<file path="src/rtl/sequenciador_jogadas_pkg.sv">
// Shared definitions for the memory-game control unit: state encodings,
// debug display codes and the default per-play timeout.
package sequenciador_pkg;

  typedef enum logic [3:0] {
    INICIAL     = 4'h0,
    PREPARA     = 4'h1,
    ESPERA      = 4'h2,
    REGISTRA    = 4'h4,
    COMPARA     = 4'h5,
    PROXIMO     = 4'h6,
    FIM_ACERTO  = 4'hA,
    FIM_TIMEOUT = 4'hD,
    FIM_ERRO    = 4'hE
  } estado_t;

  localparam int TIMEOUT_CICLOS_PADRAO = 3000;

  // The HEX5 display shows the raw state encoding.
  function automatic logic [3:0] db_codigo(estado_t e);
    return 4'(e);
  endfunction

endpackage

</file>
<file path="src/rtl/sequenciador_jogadas_if.sv">
// Control/status bundle between the memory-game datapath (master) and the
// sequencer (slave).
interface sequenciador_jogadas_if;
  logic       iniciar;
  logic       jogada;
  logic       igual;
  logic       fimC;
  logic       zeraC;
  logic       contaC;
  logic       zeraR;
  logic       registraR;
  logic       pronto;
  logic       acertou;
  logic       errou;
  logic       db_timeout;
  logic [3:0] db_estado;

  modport master (
    output iniciar, jogada, igual, fimC,
    input  zeraC, contaC, zeraR, registraR, pronto, acertou, errou,
           db_timeout, db_estado
  );

  modport slave (
    input  iniciar, jogada, igual, fimC,
    output zeraC, contaC, zeraR, registraR, pronto, acertou, errou,
           db_timeout, db_estado
  );
endinterface

</file>
<file path="src/rtl/sequenciador_jogadas_contador_timeout.sv">
// Per-play timeout counter: cleared by zera, counts while conta, saturates at
// TIMEOUT_CICLOS-1 and flags that value on fim.
module contador_timeout
  import sequenciador_pkg::*;
#(
  parameter int TIMEOUT_CICLOS = TIMEOUT_CICLOS_PADRAO
) (
  input  logic clock,
  input  logic reset,
  input  logic zera,
  input  logic conta,
  output logic fim
);

  localparam int W = $clog2(TIMEOUT_CICLOS);
  localparam logic [W-1:0] ULTIMO = W'(TIMEOUT_CICLOS - 1);

  logic [W-1:0] contagem;

  // NOTE: sequential state uses non-blocking assignments so every register
  // samples pre-edge values regardless of process ordering.
  always_ff @(posedge clock or negedge reset) begin
    if (!reset) begin
      contagem <= '0;
    end else if (zera) begin
      contagem <= '0;
    end else if (conta && contagem != ULTIMO) begin
      contagem <= contagem + 1'b1;
    end
  end

  assign fim = (contagem == ULTIMO);

endmodule

</file>
<file path="src/rtl/sequenciador_jogadas.sv">
// Moore control unit for one round of the memory game: clear, wait for each
// play, register, compare, advance; ends in hit, miss or timeout.
module sequenciador_jogadas
  import sequenciador_pkg::*;
#(
  parameter int TIMEOUT_CICLOS = TIMEOUT_CICLOS_PADRAO
) (
  input  logic                   clock,
  input  logic                   reset,
  sequenciador_jogadas_if.slave  bus
);

  estado_t estado;
  estado_t proximo;
  logic    fim_timeout;
  logic    zera_timeout;
  logic    conta_timeout;

  contador_timeout #(
    .TIMEOUT_CICLOS(TIMEOUT_CICLOS)
  ) u_contador_timeout (
    .clock (clock),
    .reset (reset),
    .zera  (zera_timeout),
    .conta (conta_timeout),
    .fim   (fim_timeout)
  );

  always_ff @(posedge clock or negedge reset) begin
    if (!reset) begin
      estado <= INICIAL;
    end else begin
      estado <= proximo;
    end
  end

  // NOTE: every signal written here gets a default first, so no path through
  // the case can leave it unassigned and infer a latch.
  always_comb begin
    proximo = estado;
    case (estado)
      INICIAL:     if (bus.iniciar) proximo = PREPARA;
      PREPARA:     proximo = ESPERA;
      ESPERA: begin
        // A play arriving on the last allowed cycle beats the timeout.
        if (bus.jogada)       proximo = REGISTRA;
        else if (fim_timeout) proximo = FIM_TIMEOUT;
      end
      REGISTRA:    proximo = COMPARA;
      COMPARA: begin
        if (!bus.igual)     proximo = FIM_ERRO;
        else if (bus.fimC)  proximo = FIM_ACERTO;
        else                proximo = PROXIMO;
      end
      PROXIMO:     proximo = ESPERA;
      FIM_ACERTO,
      FIM_ERRO,
      FIM_TIMEOUT: if (bus.iniciar) proximo = PREPARA;
      default:     proximo = INICIAL;
    endcase
  end

  // Outputs decode from the state register alone.
  always_comb begin
    bus.zeraC      = 1'b0;
    bus.contaC     = 1'b0;
    bus.zeraR      = 1'b0;
    bus.registraR  = 1'b0;
    bus.pronto     = 1'b0;
    bus.acertou    = 1'b0;
    bus.errou      = 1'b0;
    bus.db_timeout = 1'b0;
    case (estado)
      PREPARA: begin
        bus.zeraC = 1'b1;
        bus.zeraR = 1'b1;
      end
      REGISTRA:   bus.registraR = 1'b1;
      PROXIMO:    bus.contaC    = 1'b1;
      FIM_ACERTO: begin
        bus.pronto  = 1'b1;
        bus.acertou = 1'b1;
      end
      FIM_ERRO: begin
        bus.pronto = 1'b1;
        bus.errou  = 1'b1;
      end
      FIM_TIMEOUT: begin
        bus.pronto     = 1'b1;
        bus.errou      = 1'b1;
        bus.db_timeout = 1'b1;
      end
      default: ;
    endcase
  end

  assign bus.db_estado   = db_codigo(estado);
  assign zera_timeout    = (estado == PREPARA) || (estado == PROXIMO);
  assign conta_timeout   = (estado == ESPERA);

endmodule

</file>
<file path="src/flat_wrapper.sv">
// flat-port wrapper written by rule: the top's interface ports become plain ports
module sequenciador_jogadas_flat import sequenciador_pkg::*;
#(
  parameter int TIMEOUT_CICLOS = TIMEOUT_CICLOS_PADRAO
)
  (clock, reset, bus_iniciar, bus_jogada, bus_igual, bus_fimC, bus_zeraC, bus_contaC, bus_zeraR, bus_registraR, bus_pronto, bus_acertou, bus_errou, bus_db_timeout, bus_db_estado);
  sequenciador_jogadas_if bus_i ();
  input  logic clock;
  input  logic reset;
  input wire logic [$bits(bus_i.iniciar)-1:0] bus_iniciar;
  input wire logic [$bits(bus_i.jogada)-1:0] bus_jogada;
  input wire logic [$bits(bus_i.igual)-1:0] bus_igual;
  input wire logic [$bits(bus_i.fimC)-1:0] bus_fimC;
  output wire logic [$bits(bus_i.zeraC)-1:0] bus_zeraC;
  output wire logic [$bits(bus_i.contaC)-1:0] bus_contaC;
  output wire logic [$bits(bus_i.zeraR)-1:0] bus_zeraR;
  output wire logic [$bits(bus_i.registraR)-1:0] bus_registraR;
  output wire logic [$bits(bus_i.pronto)-1:0] bus_pronto;
  output wire logic [$bits(bus_i.acertou)-1:0] bus_acertou;
  output wire logic [$bits(bus_i.errou)-1:0] bus_errou;
  output wire logic [$bits(bus_i.db_timeout)-1:0] bus_db_timeout;
  output wire logic [$bits(bus_i.db_estado)-1:0] bus_db_estado;
  assign bus_i.iniciar = bus_iniciar;
  assign bus_i.jogada = bus_jogada;
  assign bus_i.igual = bus_igual;
  assign bus_i.fimC = bus_fimC;
  assign bus_zeraC = bus_i.zeraC;
  assign bus_contaC = bus_i.contaC;
  assign bus_zeraR = bus_i.zeraR;
  assign bus_registraR = bus_i.registraR;
  assign bus_pronto = bus_i.pronto;
  assign bus_acertou = bus_i.acertou;
  assign bus_errou = bus_i.errou;
  assign bus_db_timeout = bus_i.db_timeout;
  assign bus_db_estado = bus_i.db_estado;
  sequenciador_jogadas #(.TIMEOUT_CICLOS(TIMEOUT_CICLOS)) u_core (.clock(clock), .reset(reset), .bus(bus_i));
endmodule
</file>
<file path="config.mk">
export PLATFORM = sky130hd
export DESIGN_NAME = sequenciador_jogadas_flat
export DESIGN_NICKNAME = d
export VERILOG_FILES = /design/src/rtl/sequenciador_jogadas_pkg.sv /design/src/rtl/sequenciador_jogadas_if.sv /design/src/rtl/sequenciador_jogadas_contador_timeout.sv /design/src/rtl/sequenciador_jogadas.sv /design/src/flat_wrapper.sv
export SDC_FILE = /design/constraint.sdc
export NUM_CORES = 1
export LEC_CHECK = 0
export BUFFER_PORTS_ARGS = -buffer_cell sky130_fd_sc_hd__buf_4
export CAP_MARGIN = 20
export CORE_MARGIN = 4
export CORE_UTILIZATION = 57
export CTS_BUF_LIST = sky130_fd_sc_hd__clkbuf_8
export CTS_CLUSTER_SIZE = 20
export DETAILED_ROUTE_END_ITERATION = 16
export PLACE_DENSITY = 0.81
export SLEW_MARGIN = 5
export SYNTH_ARGS = -nofsm -noshare
export SYNTH_HDL_FRONTEND = slang
export SYNTH_HIERARCHICAL = 1
export SYNTH_SLANG_ARGS = --single-unit
</file>
<file path="constraint.sdc">
create_clock -name clock -period 2.9 [get_ports clock]
set_input_delay 0.145 -clock clock [delete_from_list [all_inputs] [get_ports clock]]
set_output_delay 0.145 -clock clock [all_outputs]
set_load 0.01 [all_outputs]
</file>
==> metrics.md, run 1 <==
| Metric | Value |
|---|---|
| Status | `finished clean` |
| Count of endpoints failing hold in the final timing report | `0` |
| Pin count of the biggest net entering global routing | `18` |
| Post-CTS Resized | `0` |
| Type of the most critical hold path | `input port to flip-flop` |
| Number of global-route vias before repair | `955` |
| Portion of the clock cycle consumed by the worst path in the final layout | `0.815` |
| Die X-Extent | `51.6 um` |
| Total Power | `1.02 mW` |
| Count of antenna-violating nets left after detailed routing | `0` |
| Hold_sp | `bus_iniciar` |
| Required @ worst endpoint | `3030 ps` |
| Share of synthesized area occupied by flip-flops and latches | `0.369` |
| First-pass iteration count of the detailed router | `4` |
| Final setup margin | `536 ps` |
| Netlist cell types | `44` |
| Clock tree buffer depth | `2` |
| Height of the die | `51.6 um` |
| Endpoints failing setup | `0` |
| Number of instances in the synthesized netlist | `122` |
| CP Launch Type | `flip-flop` |
| Remaining max-slew budget at the tightest pin | `0.776` |
| Cell area after synthesis | `0.00108 mm2` |
| Detailed router's first-iteration violation count | `31` |
| Transition time of the tightest slew-check pin | `336 ps` |
| Total inserted antenna cells | `0` |
| Clock slew at reported path FFs | `60 ps` |
| TritonCTS Buffers | `3` |
| Maximum level of the CTS H-tree | `1` |
| Utilization after layout | `0.730` |
| Fill cell total of the finished layout | `133` |
| Startpoint of the most critical register-to-register path | `u_core/bus.db_estado[0]$_DFFE_PN0P_` |
| CTS sink count | `16` |
| Post-cts hold buffer count | `1` |
| Total gr overflow | `0` |
| Floorplan Core Area | `0.00176 mm2` |
| Final design instance area without fill | `0.00129 mm2` |
| I/O pins | `18` |
| Clk_skew | `2.10 ps` |
| Count of state elements after synthesis | `16` |
| Net count after synthesis | `130` |
| Number of I/O port buffers | `17` |
| Antenna violations before repair | `0` |
| Max Cap Viol | `0` |
| Capturing element type of the critical path | `flip-flop` |
| Crit Path Category | `flip-flop to flip-flop` |
| Cells along the critical path | `or4b_4, inv_1, nand4_2, nor4_1, mux2_2` |
| Clock root cell | `sky130_fd_sc_hd__clkbuf_8` |
| Endpoint of the lowest-slack register-to-register path | `u_core/u_contador_timeout/contagem[11]$_DFFE_PN0P_` |
| Die Footprint | `0.00267 mm2` |
| Setup repair after global routing missed its margin | `no` |
| Total DRC errors in the routed layout | `0` |
| Vias per inst | `6.02` |
| Min cycle time layout | `2360 ps` |
| Post-synthesis cell type with the largest combined area | `sky130_fd_sc_hd__dfrtp_1` |
| Static power due to leakage | `0.570 nW` |
| Yosys synthesis warning count | `6` |
| Clock tree from TritonCTS | `built` |
| Placement-stage worst setup slack | `553 ps` |
| Number of pins with negative max-slew slack in the final report | `0` |
| Synthesized area per cell | `8.89 um2` |
| Global router's overall resource usage | `0.211` |
| Vias after detailed routing | `999` |
| Clock latency at the later pin of the worst-skew pair | `240 ps` |
| Post-DR wirelength/cell | `14.7 um` |
| Proportion of layout cells with a drive suffix above 1 | `0.234` |
| Max Fanout on Critical Path | `11` |
| Endpoint of the worst hold-timing path | `u_core/bus.db_estado[3]$_DFFE_PN0P_` |
| Maximum frequency from static timing analysis | `0.423 GHz` |
| Routability-driven placement congestion ratio | `0.836` |
| Setup slack on the worst flop-to-flop path | `540 ps` |
| Depth of the worst register-to-register path | `5` |
| First-pass GRT wire length | `4260 um` |
| Wirelength, routed | `2450 um` |
| Worst path slowest cell | `sky130_fd_sc_hd__or4b_4` |
| Post-DP HPWL | `1820 um` |
| Worst hold path cell count | `3` |
| Maximum ir drop on the vdd rail | `0.531 mV` |
| Maximum single-stage delay on the critical path | `600 ps` |
| Effective utilization at floorplan | `0.615` |
| Synth-to-layout area growth | `18.8%` |
| Placement row count | `15` |
| Pwr dens | `795 mW/mm2` |
| Setup crit start | `u_core/bus.db_estado[0]$_DFFE_PN0P_` |
| Total placed instance area | `0.00122 mm2` |
| Number of nets in the layout | `150` |
| Largest cells by area after synthesis | `sky130_fd_sc_hd__dfrtp_1 37%, sky130_fd_sc_hd__a21oi_1 3.7%, sky130_fd_sc_hd__o31ai_1 3.5%` |
| Data arrival time of the worst path | `2490 ps` |
| Synth top area share | `0.369` |
| Number of buffers inserted by post-CTS setup repair | `0` |
| Fin Setup TNS | `0 ps` |
## through the flow
| step | cells | hold WS [ps] |
|---|---|---|
| floorplan | 122 | -151 |
| global placement | 161 | 15.4 |
| detailed placement | 161 | 15.4 |
| CTS | 166 | 244 |
| global route | 166 | 293 |
| finish | 166 | 245 |
## power by group
| group | total (mW) | internal (mW) | switching (mW) |
|---|---|---|---|
| clock network | 0.196 | 0.120 | 0.0753 |
| logic | 0.506 | 0.232 | 0.274 |
| registers | 0.323 | 0.262 | 0.0609 |
## cell type report
type,count,area (um2),share of cell area
timing repair buffer,22,168,0.130
inverter,7,26.3,0.0204
sequential,16,400,0.311
multi-input combinational,92,608,0.472
tap,25,31.3,0.0243
clock buffer,4,55.1,0.0427
## per-layer routing
layer  track usage  up-vias  wire length, um
met2         0.394       25             1300
met4        0.0655        0               10
met1         0.240      485             1040
met5             0        -                0
met3        0.0401        2               90
li1              -      487                -
## kinds of logic (layout without fill, tap and decap cells)
logic type / count (synthesis) / after routing / synth area share
AO/OA/AOI/OAI: 29 / 29 / 0.178
buffers and inverters: 14 / 33 / 0.0704
XOR/XNOR: 2 / 2 / 0.0162
flip-flops: 16 / 16 / 0.369
adder cells (fa/ha/maj): 2 / 2 / 0.0231
multiplexers: 4 / 4 / 0.0392
AND/OR/NAND/NOR: 55 / 55 / 0.304
## worst max-delay path by stage
stage                                                          to  slack (ps)  cells after the start
2_1_floorplan  u_core/u_contador_timeout/contagem[11]$_DFFE_PN0P_         640                      7
3_3_place_gp    u_core/u_contador_timeout/contagem[9]$_DFFE_PN0P_         600                      5
3_5_place_dp   u_core/u_contador_timeout/contagem[11]$_DFFE_PN0P_         550                      5
4_1_cts        u_core/u_contador_timeout/contagem[11]$_DFFE_PN0P_         550                      5
5_1_grt        u_core/u_contador_timeout/contagem[11]$_DFFE_PN0P_         380                      5
6_report       u_core/u_contador_timeout/contagem[11]$_DFFE_PN0P_         540                      5
## critical path: cells and delay by family (launching register included)
family,cells,cell delay [ps]
and+or+nand+nor,3,1190
DFF,1,480
muxes,1,370
buffers and inverters,1,210
## placed cells by master (no fill, tap or decap), drive strengths merged, types with 2 or more instances in the layout
master / Yosys / final
a21oi: 8 / 8
a221o: 2 / 2
buf: 5 / 21
clkbuf: 2 / 4
dfrtp: 16 / 16
ha: 2 / 2
inv: 7 / 7
mux2: 2 / 2
mux2i: 2 / 2
nand2: 8 / 8
nand2b: 4 / 4
nand3: 4 / 4
nand4: 3 / 3
nand4b: 2 / 2
nor2: 9 / 9
nor2b: 4 / 4
nor3: 5 / 5
nor3b: 2 / 2
nor4: 2 / 2
o21ai: 5 / 5
o31ai: 5 / 5
or3: 3 / 3
or4: 5 / 5
## sequential cells by signal, indices dropped and copies added, names as in the netlist
name	flops
u_core/u_contador_timeout/contagem	12
u_core/bus.db_estado	4
## synth_stat cells, drive strengths merged
cell type,count
a221o,2
clkbuf,2
xnor2,1
buf,5
or4b,1
dfrtp,16
o31ai,5
nor2,9
a211oi,1
nor3,5
a21oi,8
nand4,3
or3b,1
nand3,4
o31a,1
nor3b,2
nand4b,2
o22ai,1
nand2,8
inv,7
mux2i,2
or2b,1
a31oi,1
ha,2
or3,3
nor2b,4
or2,1
o21ai,5
nand2b,4
nor4,2
o32ai,1
or4,5
mux2,2
o21a,1
xor2,1
o2111ai,1
o21bai,1
a21boi,1
(Power assumes the default switching activity.)
==> run 2: changes to the inputs <==
==> constraint.sdc (replaced) <==
create_clock -name clock -period 2.2 [get_ports clock]
set_input_delay 0.11 -clock clock [delete_from_list [all_inputs] [get_ports clock]]
set_output_delay 0.11 -clock clock [all_outputs]
set_load 0.01 [all_outputs]
==> run 2 against run 1 <==
Final area increased by 4.6%. Via count increased by 3.1%. Critical path type unchanged. Non-clock buffer count increased by 5. Sequential share of layout area decreased by 1.4 points. Sequential cell count unchanged. Worst setup slack got worse by 440 ps. Critical path depth unchanged. Fmax increased by 13%.
==> metrics.md, run 2 (synthesized netlist as in run 1, its figures left out) <==
| Metric | Value |
|---|---|
| Status | `finished clean` |
| Most common library cell in the layout ignoring fill and taps | `sky130_fd_sc_hd__buf_4` |
| Portion of the clock cycle consumed by the worst path in the final layout | `0.954` |
| Fill cell total of the finished layout | `129` |
| Max FFs per register | `12` |
| Depth of the worst register-to-register path | `5` |
| Remaining max-slew budget at the tightest pin | `0.783` |
| Die X-Extent | `51.6 um` |
| Max Cap Viol | `0` |
| Antenna violations before repair | `0` |
| Total DRC errors in the routed layout | `0` |
| Height of the die | `51.6 um` |
| Capturing element type of the critical path | `flip-flop` |
| Max Fanout on Critical Path | `10` |
| Total gr overflow | `0` |
| Clock tree buffer depth | `2` |
| CTS sink count | `16` |
| Number of nets in the layout | `155` |
| Transition time of the tightest slew-check pin | `324 ps` |
| I/O pins | `18` |
| Clock slew at reported path FFs | `60 ps` |
| Type of the most critical hold path | `input port to flip-flop` |
| Vias after detailed routing | `1030` |
| Effective utilization at floorplan | `0.615` |
| Setup slack on the worst flop-to-flop path | `100 ps` |
| Clk_skew | `1.95 ps` |
| Total inserted antenna cells | `0` |
| Register with the most flip-flops | `u_core/u_contador_timeout/contagem` |
| First-pass iteration count of the detailed router | `4` |
| Required @ worst endpoint | `2340 ps` |
| Endpoint of the lowest-slack register-to-register path | `u_core/u_contador_timeout/contagem[9]$_DFFE_PN0P_` |
| First-pass GRT wire length | `4760 um` |
| Global router's overall resource usage | `0.236` |
| Maximum frequency from static timing analysis | `0.476 GHz` |
| Detailed router's first-iteration violation count | `37` |
| Clock tree from TritonCTS | `built` |
| Number of I/O port buffers | `17` |
| Post-DP HPWL | `2050 um` |
| Startpoint of the most critical register-to-register path | `u_core/bus.db_estado[0]$_DFFE_PN0P_` |
| Hold_sp | `bus_iniciar` |
| Pin count of the biggest net entering global routing | `18` |
| Worst hold path cell count | `3` |
| Number of buffers inserted by post-CTS setup repair | `0` |
| Routability-driven placement congestion ratio | `0.795` |
| Endpoints failing setup | `0` |
| TritonCTS Buffers | `3` |
| Static power due to leakage | `0.599 nW` |
| Number of global-route vias before repair | `1030` |
| Utilization after layout | `0.764` |
| Endpoint of the worst hold-timing path | `u_core/bus.db_estado[3]$_DFFE_PN0P_` |
| Min cycle time layout | `2100 ps` |
| Die Footprint | `0.00267 mm2` |
| Crit Path Category | `flip-flop to flip-flop` |
| Count of endpoints failing hold in the final timing report | `0` |
| CP Launch Type | `flip-flop` |
| Number of pins with negative max-slew slack in the final report | `0` |
| Pwr dens | `1050 mW/mm2` |
| Setup repair after global routing missed its margin | `no` |
| Synth-to-layout area growth | `24.2%` |
| Data arrival time of the worst path | `2230 ps` |
| Count of antenna-violating nets left after detailed routing | `0` |
| Vias per inst | `6.02` |
| Clock latency at the later pin of the worst-skew pair | `250 ps` |
| Maximum ir drop on the vdd rail | `1.02 mV` |
| Placement row count | `15` |
| Post-DR wirelength/cell | `16.0 um` |
| Maximum level of the CTS H-tree | `1` |
| Fin Setup TNS | `0 ps` |
| Wirelength, routed | `2730 um` |
| Floorplan Core Area | `0.00176 mm2` |
| Proportion of layout cells with a drive suffix above 1 | `0.281` |
| Most frequent cells in the layout | `26 x sky130_fd_sc_hd__buf_4, 16 x sky130_fd_sc_hd__dfrtp_1, 9 x sky130_fd_sc_hd__nor2_1` |
| Clock root cell | `sky130_fd_sc_hd__clkbuf_8` |
-- run 2: how the worst max path moves through the flow --
stage / from / end / slack (ps) / cells past startpoint
5_1_grt: u_core/bus.db_estado[0]$_DFFE_PN0P_ / u_core/u_contador_timeout/contagem[9]$_DFFE_PN0P_ / 40 / 5
3_5_place_dp: u_core/bus.db_estado[0]$_DFFE_PN0P_ / u_core/u_contador_timeout/contagem[9]$_DFFE_PN0P_ / 60 / 5
2_1_floorplan: u_core/bus.db_estado[0]$_DFFE_PN0P_ / u_core/u_contador_timeout/contagem[9]$_DFFE_PN0P_ / 10 / 7
4_1_cts: u_core/bus.db_estado[0]$_DFFE_PN0P_ / u_core/u_contador_timeout/contagem[9]$_DFFE_PN0P_ / 50 / 5
3_3_place_gp: u_core/bus.db_estado[0]$_DFFE_PN0P_ / u_core/u_contador_timeout/contagem[9]$_DFFE_PN0P_ / 150 / 5
6_report: u_core/bus.db_estado[0]$_DFFE_PN0P_ / u_core/u_contador_timeout/contagem[9]$_DFFE_PN0P_ / 100 / 5
-- run 2: per-layer routing --
metal | GRT usage | wire length, um | vias to the layer above
li1 | - | - | 495
met1 | 0.314 | 1200 | 502
met2 | 0.394 | 1370 | 29
met3 | 0.0401 | 132 | 4
met4 | 0.0655 | 25 | 0
met5 | 0 | 0 | -
-- run 2: power breakdown --
part	internal (mW)	switching (mW)
combinational	0.347	0.406
sequential	0.345	0.0537
clock	0.159	0.107
-- run 2: repair_timing --
item                                    4_1_cts  5_1_grt
endpoints found under the hold margin        16        0
endpoints found under the setup margin        0        3
hold buffers                                  1        0
gates resized for setup                       0        1
-- run 2: critical path: stages (launching register included) --
cell and delay [ps]:
sky130_fd_sc_hd__dfrtp_1 440, sky130_fd_sc_hd__or4b_4 600, sky130_fd_sc_hd__inv_2 120, sky130_fd_sc_hd__nand4_4 170, sky130_fd_sc_hd__nor4_2 290, sky130_fd_sc_hd__mux2_2 370
-- run 2: cell type report --
| cell class | count | area (um2) | area share |
|---|---|---|---|
| clock buffer | 4 | 55.1 | 0.0409 |
| inverter | 7 | 26.3 | 0.0195 |
| multi-input combinational | 92 | 629 | 0.467 |
| sequential | 16 | 400 | 0.297 |
| tap | 25 | 31.3 | 0.0232 |
| timing repair buffer | 27 | 205 | 0.152 |
-- run 2: stage by stage --
| stage | instances | area (um2) | worst slack (ps) | power (mW) | hold slack, ps |
|---|---|---|---|---|---|
| after detailed placement | 166 | 1280 | 58.1 | 1.15 | -19.4 |
| after global placement | 166 | 1280 | 148 | 1.12 | -21.0 |
| after CTS | 171 | 1350 | 50.2 | 1.41 | 184 |
| after global routing | 171 | 1350 | 41.9 | 1.52 | 210 |
| final | 171 | 1350 | 100 | 1.42 | 182 |
| after floorplan | 122 | 1110 | 10.4 | 0.910 | -186 |
==> run 3: changes to the inputs <==
--- a/config.mk
+++ b/config.mk
@@ -5,14 +5,14 @@
 export SDC_FILE = /design/constraint.sdc
 export NUM_CORES = 1
 export LEC_CHECK = 0
-export BUFFER_PORTS_ARGS = -buffer_cell sky130_fd_sc_hd__buf_4
 export CAP_MARGIN = 20
 export CORE_MARGIN = 4
-export CORE_UTILIZATION = 57
+export CORE_UTILIZATION = 60
 export CTS_BUF_LIST = sky130_fd_sc_hd__clkbuf_8
 export CTS_CLUSTER_SIZE = 20
 export DETAILED_ROUTE_END_ITERATION = 16
-export PLACE_DENSITY = 0.81
+export DONT_BUFFER_PORTS = 1
+export PLACE_DENSITY = 0.76
 export SLEW_MARGIN = 5
 export SYNTH_ARGS = -nofsm -noshare
 export SYNTH_HDL_FRONTEND = slang
==> run 3 against run 2 <==
Final cell count is 9.9% lower. Routed wire length is 13% lower. First-iteration DRC count is 54% lower. Via count is 9.3% lower. Core utilization is 5.6 points lower. Sequential power hardly changed. Highest routed layer unchanged. Die area is 4.2% lower. Register-to-register slack hardly changed. Sequential cell count stayed put. Final area is 9.3% lower. Clock-buffer cell count stayed put. Global-route usage is 1.4 points lower.
==> metrics.md, run 3 (synthesized netlist as in run 1, its figures left out) <==
| Metric | Value |
|---|---|
| Status | `finished clean` |
| Setup repair after global routing missed its margin | `no` |
| Count of antenna-violating nets left after detailed routing | `0` |
| Vias per inst | `6.06` |
| Net switching component of the power | `0.526 mW` |
| Effective utilization at floorplan | `0.628` |
| Share of power burned in combinational logic | `0.482` |
| Clock tree buffer depth | `2` |
| Fin Setup TNS | `0 ps` |
| Crit Path Category | `flip-flop to flip-flop` |
| Maximum ir drop on the vdd rail | `0.737 mV` |
| Most common library cell in the layout ignoring fill and taps | `sky130_fd_sc_hd__dfrtp_1` |
| Total DRC errors in the routed layout | `0` |
| Max Fanout on Critical Path | `10` |
| Capturing element type of the critical path | `flip-flop` |
| Global router's overall resource usage | `0.222` |
| Pin count of the biggest net entering global routing | `17` |
| Total placed instance area | `0.00115 mm2` |
| I/O pins | `18` |
| Clock tree from TritonCTS | `built` |
| Number of I/O port buffers | `0` |
| Post-DR wirelength/cell | `15.4 um` |
| Post-DP HPWL | `1770 um` |
| Register with the most flip-flops | `u_core/u_contador_timeout/contagem` |
| Startpoint of the most critical register-to-register path | `u_core/bus.db_estado[0]$_DFFE_PN0P_` |
| Routability-driven placement congestion ratio | `0.806` |
| Placement row count | `15` |
| Data arrival time of the worst path | `2250 ps` |
| CP Launch Type | `flip-flop` |
| Remaining max-slew budget at the tightest pin | `0.499` |
| Number of nets in the layout | `138` |
| Fraction of power consumed by sequential logic | `0.312` |
| Clock slew at reported path FFs | `60 ps` |
| Static power due to leakage | `0.516 nW` |
| Floorplan Core Area | `0.00173 mm2` |
| Pint | `0.763 mW` |
| Total inserted antenna cells | `0` |
| Max FFs per register | `12` |
| Max Cap Viol | `0` |
| Antenna violations before repair | `0` |
| Height of the die | `50.5 um` |
| Vias after detailed routing | `934` |
| Pwr dens | `1050 mW/mm2` |
| Clock root cell | `sky130_fd_sc_hd__clkbuf_8` |
| Endpoints failing setup | `0` |
| Most frequent cells in the layout | `16 x sky130_fd_sc_hd__dfrtp_1, 9 x sky130_fd_sc_hd__buf_4, 9 x sky130_fd_sc_hd__nor2_1` |
| Count of endpoints failing hold in the final timing report | `0` |
| Fill cell total of the finished layout | `139` |
| Clk_skew | `0.641 ps` |
| Number of buffers inserted by post-CTS setup repair | `0` |
| Setup slack on the worst flop-to-flop path | `100 ps` |
| First-pass GRT wire length | `4180 um` |
| Clock network fraction of design power | `0.206` |
| Proportion of layout cells with a drive suffix above 1 | `0.186` |
| Number of global-route vias before repair | `885` |
| Min cycle time layout | `2100 ps` |
| Maximum level of the CTS H-tree | `1` |
| Maximum frequency from static timing analysis | `0.475 GHz` |
| Endpoint of the lowest-slack register-to-register path | `u_core/u_contador_timeout/contagem[9]$_DFFE_PN0P_` |
| Worst hold path cell count | `2` |
| Required @ worst endpoint | `2340 ps` |
| Die X-Extent | `50.5 um` |
| Synth-to-layout area growth | `12.7%` |
| Clock latency at the later pin of the worst-skew pair | `250 ps` |
| Portion of the clock cycle consumed by the worst path in the final layout | `0.956` |
| Depth of the worst register-to-register path | `5` |
| Net switching share of the total power | `0.408` |
| Endpoint of the worst hold-timing path | `u_core/bus.db_estado[3]$_DFFE_PN0P_` |
| Type of the most critical hold path | `input port to flip-flop` |
| Wirelength, routed | `2380 um` |
| First-pass iteration count of the detailed router | `4` |
| Final design instance area without fill | `0.00122 mm2` |
| Die Footprint | `0.00255 mm2` |
| Number of pins with negative max-slew slack in the final report | `0` |
| CTS sink count | `16` |
| Detailed router's first-iteration violation count | `17` |
| Hold_sp | `bus_iniciar` |
| Total gr overflow | `0` |
| Transition time of the tightest slew-check pin | `749 ps` |
| TritonCTS Buffers | `3` |
[run 3: cell count changes in the layout (fill, tap and decap cells not counted)]
cell                      delta
sky130_fd_sc_hd__buf_4      -17
sky130_fd_sc_hd__nor2b_1     -1
sky130_fd_sc_hd__inv_1       +1
sky130_fd_sc_hd__inv_2       -1
sky130_fd_sc_hd__nor2b_2     +1
[run 3: power by group through the flow]
| stage | clock (mW) | sequential [mW] | combinational [mW] |
|---|---|---|---|
| final | 0.266 | 0.402 | 0.621 |
| after floorplan | 0 | 0.408 | 0.502 |
| after global routing | 0.284 | 0.410 | 0.704 |
| after detailed placement | 0 | 0.406 | 0.610 |
| after global placement | 0 | 0.403 | 0.596 |
| after CTS | 0.273 | 0.401 | 0.619 |
[run 3: metal layers]
layer  up-vias  part of all wire  track usage
met4         0             0.017       0.0942
met3         5             0.060       0.0831
met1       443              0.42        0.232
met5         -                 0            0
met2        21              0.51        0.396
li1        465                 -            -
[run 3: cell type report]
cell class | instances | area (um2) | area share
flip-flops and latches | 16 | 400 | 0.328
repair buffers | 10 | 77.6 | 0.0635
inverters | 7 | 26.3 | 0.0215
multi-input cells | 92 | 632 | 0.517
well taps | 25 | 31.3 | 0.0256
clock buffers | 4 | 55.1 | 0.0450
[run 3: worst max path at each step]
stage / from / endpoint / slack [ps] / depth (start not counted)
4_1_cts: u_core/bus.db_estado[0]$_DFFE_PN0P_ / u_core/u_contador_timeout/contagem[9]$_DFFE_PN0P_ / 90 / 5
6_report: u_core/bus.db_estado[0]$_DFFE_PN0P_ / u_core/u_contador_timeout/contagem[9]$_DFFE_PN0P_ / 100 / 5
5_1_grt: u_core/bus.db_estado[0]$_DFFE_PN0P_ / u_core/u_contador_timeout/contagem[8]$_DFFE_PN0P_ / 8 / 5
3_3_place_gp: u_core/bus.db_estado[0]$_DFFE_PN0P_ / u_core/u_contador_timeout/contagem[9]$_DFFE_PN0P_ / 150 / 5
3_5_place_dp: u_core/bus.db_estado[0]$_DFFE_PN0P_ / u_core/u_contador_timeout/contagem[9]$_DFFE_PN0P_ / 100 / 5
2_1_floorplan: u_core/bus.db_estado[0]$_DFFE_PN0P_ / u_core/u_contador_timeout/contagem[9]$_DFFE_PN0P_ / 10 / 7
[run 3: critical path, cell delays in order, from the launching register on]
cell and delay (ps):
sky130_fd_sc_hd__dfrtp_1 430, sky130_fd_sc_hd__or4b_4 580, sky130_fd_sc_hd__inv_1 150, sky130_fd_sc_hd__nand4_4 190, sky130_fd_sc_hd__nor4_2 290, sky130_fd_sc_hd__mux2_2 360
[run 3: per-stage QoR]
stage               power [mW]  setup slack [ps]  utilization  hold slack [ps]  cells
floorplan                0.910              10.4            -             -186    122
global placement         0.999               154        0.669             -185    149
detailed placement        1.02               101        0.669             -185    149
CTS                       1.29              87.0        0.707             48.1    154
global route              1.40              7.54        0.708             80.3    154
finish                    1.29              95.7        0.708             61.8    154
[run 3: timing repair]
item,in CTS,in global routing
endpoints found under the setup margin,0,2
resized for setup,0,1
endpoints found under the hold margin,16,0
hold buffers,1,0
